--- src/rtl/dsadd_pkg.sv ---
// Shared definitions for the digit-serial adder: controller states and
// the helper that sizes the digit counter.
package dsadd_pkg;

    typedef enum logic [1:0] {
        IDLE = 2'd0,
        RUN  = 2'd1,
        DONE = 2'd2
    } state_t;

    // Digit counter width; kept at one bit or more so NDIG==1 still has a counter
    function automatic int cnt_width(input int ndig);
        int w;
        w = $clog2(ndig);
        return (w < 1) ? 1 : w;
    endfunction

endpackage

--- src/rtl/rca_slice.sv ---
// Combinational DIGIT-bit ripple-carry slice. It also exposes the carry
// into its top bit, which is needed for signed-overflow detection.
module rca_slice #(
    parameter int DIGIT = 8
) (
    input  logic [DIGIT-1:0] a,
    input  logic [DIGIT-1:0] b,
    input  logic             ci,
    output logic [DIGIT-1:0] s,
    output logic             co,
    output logic             c_msb
);

    logic [DIGIT:0] c;

    // Ripple the carry bit by bit from ci up to the slice carry-out
    always_comb begin
        c    = '0;
        c[0] = ci;
        for (int i = 0; i < DIGIT; i++) begin
            c[i+1] = (a[i] & b[i]) | (c[i] & (a[i] ^ b[i]));
        end
    end

    assign s     = a ^ b ^ c[DIGIT-1:0];
    assign co    = c[DIGIT];
    assign c_msb = c[DIGIT-1];

endmodule

--- src/rtl/digit_serial_adder.sv ---
// Digit-serial adder/subtractor: processes DIGIT bits per clock through a
// single ripple slice with a registered carry, taking WIDTH/DIGIT cycles.
// Operands and results use valid/ready handshakes.
// Optional macro DSADD_OVF_EN adds the signed-overflow output Ovf.
module digit_serial_adder
    import dsadd_pkg::*;
#(
    parameter int WIDTH = 32,
    parameter int DIGIT = 8
) (
    input  logic             Clk,
    input  logic             Reset_n,
    input  logic             In_valid,
    output logic             In_ready,
    input  logic [WIDTH-1:0] A,
    input  logic [WIDTH-1:0] B,
    input  logic             Cin,
    input  logic             Sub,
    output logic             Out_valid,
    input  logic             Out_ready,
    output logic [WIDTH-1:0] Sum,
    output logic             Cout
`ifdef DSADD_OVF_EN
    ,
    output logic             Ovf
`endif
);

    localparam int NDIG = WIDTH / DIGIT;
    localparam int CW   = cnt_width(NDIG);
    localparam logic [CW-1:0] LAST = CW'(NDIG - 1);

    state_t           state;
    state_t           state_nxt;
    logic [WIDTH-1:0] opa;
    logic [WIDTH-1:0] opb;
    logic             carry;
    logic [CW-1:0]    cnt;
    logic [DIGIT-1:0] dig_a;
    logic [DIGIT-1:0] dig_b;
    logic [DIGIT-1:0] dig_s;
    logic             dig_co;
    logic             last_dig;
`ifdef DSADD_OVF_EN
    logic             dig_cmsb;
`else
    logic             dig_cmsb_unused;
`endif

    assign dig_a     = opa[cnt*DIGIT +: DIGIT];
    assign dig_b     = opb[cnt*DIGIT +: DIGIT];
    assign last_dig  = (cnt == LAST);
    assign In_ready  = (state == IDLE);
    assign Out_valid = (state == DONE);

    rca_slice #(
        .DIGIT (DIGIT)
    ) u_slice (
        .a     (dig_a),
        .b     (dig_b),
        .ci    (carry),
        .s     (dig_s),
        .co    (dig_co),
`ifdef DSADD_OVF_EN
        .c_msb (dig_cmsb)
`else
        .c_msb (dig_cmsb_unused)
`endif
    );

    // Controller state register
    always_ff @(posedge Clk) begin
        if (!Reset_n) state <= IDLE;
        else          state <= state_nxt;
    end

    // Next-state logic: accept in IDLE, step digits in RUN, wait for consumer in DONE
    always_comb begin
        state_nxt = state;
        case (state)
            IDLE:    if (In_valid)  state_nxt = RUN;
            RUN:     if (last_dig)  state_nxt = DONE;
            DONE:    if (Out_ready) state_nxt = IDLE;
            default:                state_nxt = IDLE;
        endcase
    end

    // Datapath: latch operands (B pre-inverted for subtract), then one digit per RUN cycle
    always_ff @(posedge Clk) begin
        if (!Reset_n) begin
            opa   <= '0;
            opb   <= '0;
            carry <= 1'b0;
            cnt   <= '0;
            Sum   <= '0;
            Cout  <= 1'b0;
        end else begin
            case (state)
                IDLE: begin
                    if (In_valid) begin
                        opa   <= A;
                        opb   <= Sub ? ~B : B;
                        carry <= Cin ^ Sub;
                        cnt   <= '0;
                    end
                end
                RUN: begin
                    Sum[cnt*DIGIT +: DIGIT] <= dig_s;
                    carry                   <= dig_co;
                    if (last_dig) begin
                        Cout <= dig_co;
                        cnt  <= '0;
                    end else begin
                        cnt  <= cnt + 1'b1;
                    end
                end
                default: ;
            endcase
        end
    end

`ifdef DSADD_OVF_EN
    // Signed overflow from the top digit: carry into MSB differs from carry out of MSB
    always_ff @(posedge Clk) begin
        if (!Reset_n)                      Ovf <= 1'b0;
        else if (state == RUN && last_dig) Ovf <= dig_cmsb ^ dig_co;
    end
`endif

endmodule

--- config.mk ---
export PLATFORM = sky130hd
export DESIGN_NAME = digit_serial_adder
export DESIGN_NICKNAME = d
export VERILOG_FILES = /design/src/rtl/dsadd_pkg.sv /design/src/rtl/rca_slice.sv /design/src/rtl/digit_serial_adder.sv
export SDC_FILE = /design/constraint.sdc
export NUM_CORES = 1
export LEC_CHECK = 0
export CAP_MARGIN = 20
export CORE_UTILIZATION = 50
export CTS_BUF_LIST = sky130_fd_sc_hd__clkbuf_8
export CTS_CLUSTER_SIZE = 10
export DETAILED_ROUTE_END_ITERATION = 8
export HOLD_SLACK_MARGIN = 0.1
export PLACE_DENSITY = 0.87
export SYNTH_ARGS = -nofsm -noshare
export SYNTH_HDL_FRONTEND = slang
export SYNTH_HIERARCHICAL = 1
export SYNTH_SLANG_ARGS = --single-unit
--- constraint.sdc ---
create_clock -name Clk -period 8.6 [get_ports Clk]
set_input_delay 0.86 -clock Clk [delete_from_list [all_inputs] [get_ports Clk]]
set_output_delay 0.86 -clock Clk [all_outputs]
set_load 0.05 [all_outputs]
==> impl_metrics.py <==
metrics = {
    "route": {
        "first_iter_violations": 155,
        "postRouteAntennaNets": 0,
        "wirelength_um": 10300,
        "remaining_drc_errors": 8,
        "via_count": 3603,
        "drt_first_pass_iters": 7,
        "routed_via_density": 5.57,
        "detail_route.wl_per_cell_um": 16.0,
    },
    "yosys": {
        "synth-compound-area-share_pct": 19.0,
        "syn_avg_cell_area_sq_um": 10.3,
        "synthMuxAreaShare_pct": 8.17,
        "async_flop_share_pct": 0,
        "netlist-cell-type-count": 33,
        "synth_xor_area_share_pct": 6.21,
        "syn_nets": 536,
        "synth_top_area_cell": "dfxtp_1",
        "yosys.area_share.adder_pct": 4.78,
        "synth_edf_count": 0,
        "syn_area_sq_mm": 0.00466,
        "yosysTopAreaCellShare_pct": 43.9,
        "synth_warnings": 6,
        "synth_top_family_by_area": "compound AO/OA/AOI/OAI gates",
        "synth-simple-area-share_pct": 12.6,
        "synth_most_common_cell": "nand2_1",
        "ys_seq_elements": 102,
        "synth_common_cells": "nand2_1, dfxtp_1, xnor2_1",
        "yosys_most_used_dff": "dfxtp_1",
        "synthCells": 453,
        "ys_seq_area_share_pct": 43.9,
        "ys_top_cells_by_area": "dfxtp_1, nand2_1, mux4_2",
    },
    "setup_path": {
        "cp_max_fo": 7,
        "start_kind": "flip-flop",
        "slowest_delay_ns": 0.58,
        "path_common_cell": "fa_1",
        "rr_worst_depth": 12,
        "path_cells": "mux4_2 > fa_1 > fa_1 > fa_1 > fa_1 > fa_1 > inv_1 > fa_1 > fa_1 > inv_1 > fa_1 > a22o_1",
        "cp.arrival_ns": 4.74,
        "cp-end-kind": "flip-flop",
        "path_class": "flip-flop to flip-flop",
        "critPathSlowestCell": "mux4_2",
        "required_ns": 8.85,
    },
    "power": {
        "ir_drop_uv": 80.2,
        "p_clk_share_pct": 30.8,
        "swShare_pct": 26.0,
        "power_frac_seq_pct": 51.6,
        "switchingPower_w": 0.000258,
        "combPwrFrac_pct": 17.6,
        "p_int_w": 0.000735,
        "power_leakage_nw": 2.45,
        "power_density_mw_per_mm2": 169,
    },
    "timing": {
        "worstMarginPinSlew_ns": 1.00,
        "setup_viol": 0,
        "fin_crit_sh_pct": 52.2,
        "finalSetupTns_ns": 0,
        "fin_crit_ns": 4.49,
        "fmaxAchievable_mhz": 223,
        "max_slew_margin_pct": 33.0,
        "hold_viol_final": 0,
        "fin_worst_skew_ns": 0.00806,
        "rsz0062_at_grt": "no",
        "finalMaxSlewViolations": 0,
        "hold_ws_ns": 0.465,
    },
    "clock_tree": {
        "worstSkewPairLatency_ns": 0.35,
        "postCtsResizedCells": 0,
        "cts_root_buf": "clkbuf_8",
        "cts_buffers": 9,
        "cts.path.max_buffers": 2,
        "cts_setup_buffers": 0,
        "hold_buffers": 0,
        "cts_sinks": 102,
        "cts_tree": "yes",
        "clkTransAtPathRegs_ns": 0.09,
        "htree_levels": 3,
    },
    "outcome": {
        "violations": "design-rule violations",
        "status": "finished with violations",
    },
    "floorplan": {
        "die-height_um": 98.5,
        "start_util_pct": 52.6,
        "rows": 34,
        "die-area_sq_mm": 0.00970,
        "pin_count": 105,
        "die_w_um": 98.5,
        "core_sq_mm": 0.00885,
    },
    "global_route": {
        "grt_pass1_wl_um": 16800,
        "grt_overflow_total": 0,
        "grt_usage_pct": 22.2,
        "antenna_found_initial": 0,
        "grt_pass1_vias": 3537,
        "grt_max_degree": 92,
    },
    "hold_path": {
        "min_path_cells": 2,
        "hold_class": "flip-flop to flip-flop",
    },
    "run": {
        "maxCapViolCount": 0,
    },
    "cells_and_area": {
        "fin_util_pct": 66.3,
        "area_growth_pct": 26.0,
        "nNetsFinal": 617,
        "layout-drive-gt1-share_pct": 7.61,
        "n_antenna_cell": 0,
        "fin_cells": 647,
        "fill_cells": 692,
    },
    "placement": {
        "hpwl_um": 7600,
        "place_congestion": 0.824,
        "portBuffers": 104,
        "dp.cells": 630,
    },
}
==> power groups by stage <==
stage                     sequential (W)  combinational, W  clock, W
after floorplan                 0.000523          0.000108         0
after global placement          0.000521          0.000167         0
after detailed placement        0.000523          0.000173         0
after CTS                       0.000512          0.000173  0.000309
after global routing            0.000515          0.000188  0.000328
final                           0.000512          0.000175  0.000306
==> sequential cells by signal, summed over array words and instances (netlist names) <==
signal	count
cnt	2
carry	1
opa	32
Sum	32
Cout	1
state	2
opb	32
==> cell families (layout without fill, tap and decap cells) <==
kind of cell    after synthesis  count (layout)
flops                       102             102
mux                          18              18
simple gates                132             132
xor+xnor                     33              33
compound gates              105             105
buf+inv                      50             136
fa+ha+maj                    13              13
==> layout by cell type, fill, tap and decap left out, types with 2 or more instances in the layout <==
| master | n |
|---|---|
| a21boi_0 | 24 |
| a22oi_1 | 2 |
| nand2_1 | 112 |
| xnor2_1 | 33 |
| buf_4 | 4 |
| inv_1 | 11 |
| mux2i_1 | 2 |
| mux4_2 | 16 |
| a22o_1 | 24 |
| dfxtp_1 | 102 |
| o22ai_1 | 8 |
| o211a_1 | 32 |
| nor2b_1 | 6 |
| ha_1 | 5 |
| clkbuf_8 | 11 |
| nor2_1 | 2 |
| and4_1 | 2 |
| clkdlybuf4s50_1 | 102 |
| a21boi_1 | 12 |
| clkinv_2 | 2 |
| buf_2 | 2 |
| fa_1 | 8 |
| clkinv_4 | 2 |
| and4b_1 | 2 |
==> metal layers <==
| metal | track usage (%) | share of wire, % |
|---|---|---|
| met1 | 27.1 | 41 |
| met2 | 40.0 | 51 |
| met3 | 3.48 | 5.9 |
| met4 | 7.69 | 2.2 |
| met5 | 0 | 0 |
==> per-stage QoR <==
step / area, sq um / worst slack, ns / total power [W]
global placement: 5640 / 4.21 / 0.000689
CTS: 5850 / 4.11 / 0.000994
global route: 5870 / 3.88 / 0.00103
floorplan: 4660 / 4.10 / 0.000631
detailed placement: 5640 / 4.12 / 0.000695
finish: 5870 / 4.11 / 0.000992
==> path summary, 6_finish.rpt <==
path,slack [ns],to,startpoint
setup / recovery,4.11,Sum[15]$_SDFFE_PN0P_,cnt[0]$_SDFFE_PN0P_
hold reg to reg,0.46,opa[6]$_SDFFE_PN0P_,opa[6]$_SDFFE_PN0P_
hold / removal,0.46,opa[6]$_SDFFE_PN0P_,opa[6]$_SDFFE_PN0P_
setup reg to reg,4.11,Sum[15]$_SDFFE_PN0P_,cnt[0]$_SDFFE_PN0P_
==> final cells by class <==
type,count,area (sq um),area share (%)
sequential,102,2040,34.8
timing repair buffer,109,1080,18.3
inverter,11,41.3,0.704
tap,108,135,2.30
multi-input combinational,301,2360,40.3
clock buffer,11,151,2.58
clock inverter,5,57.6,0.981
==> critical path: cells and delay by family, from the launching register on <==
kind	cells	cell delay, ns
adder cells (fa/ha/maj)	8	2.87
multiplexers	1	0.58
flip-flops	1	0.57
AO/OA/AOI/OAI	1	0.23
buffers and inverters	2	0.13
Power figures use the tool's default switching activity.
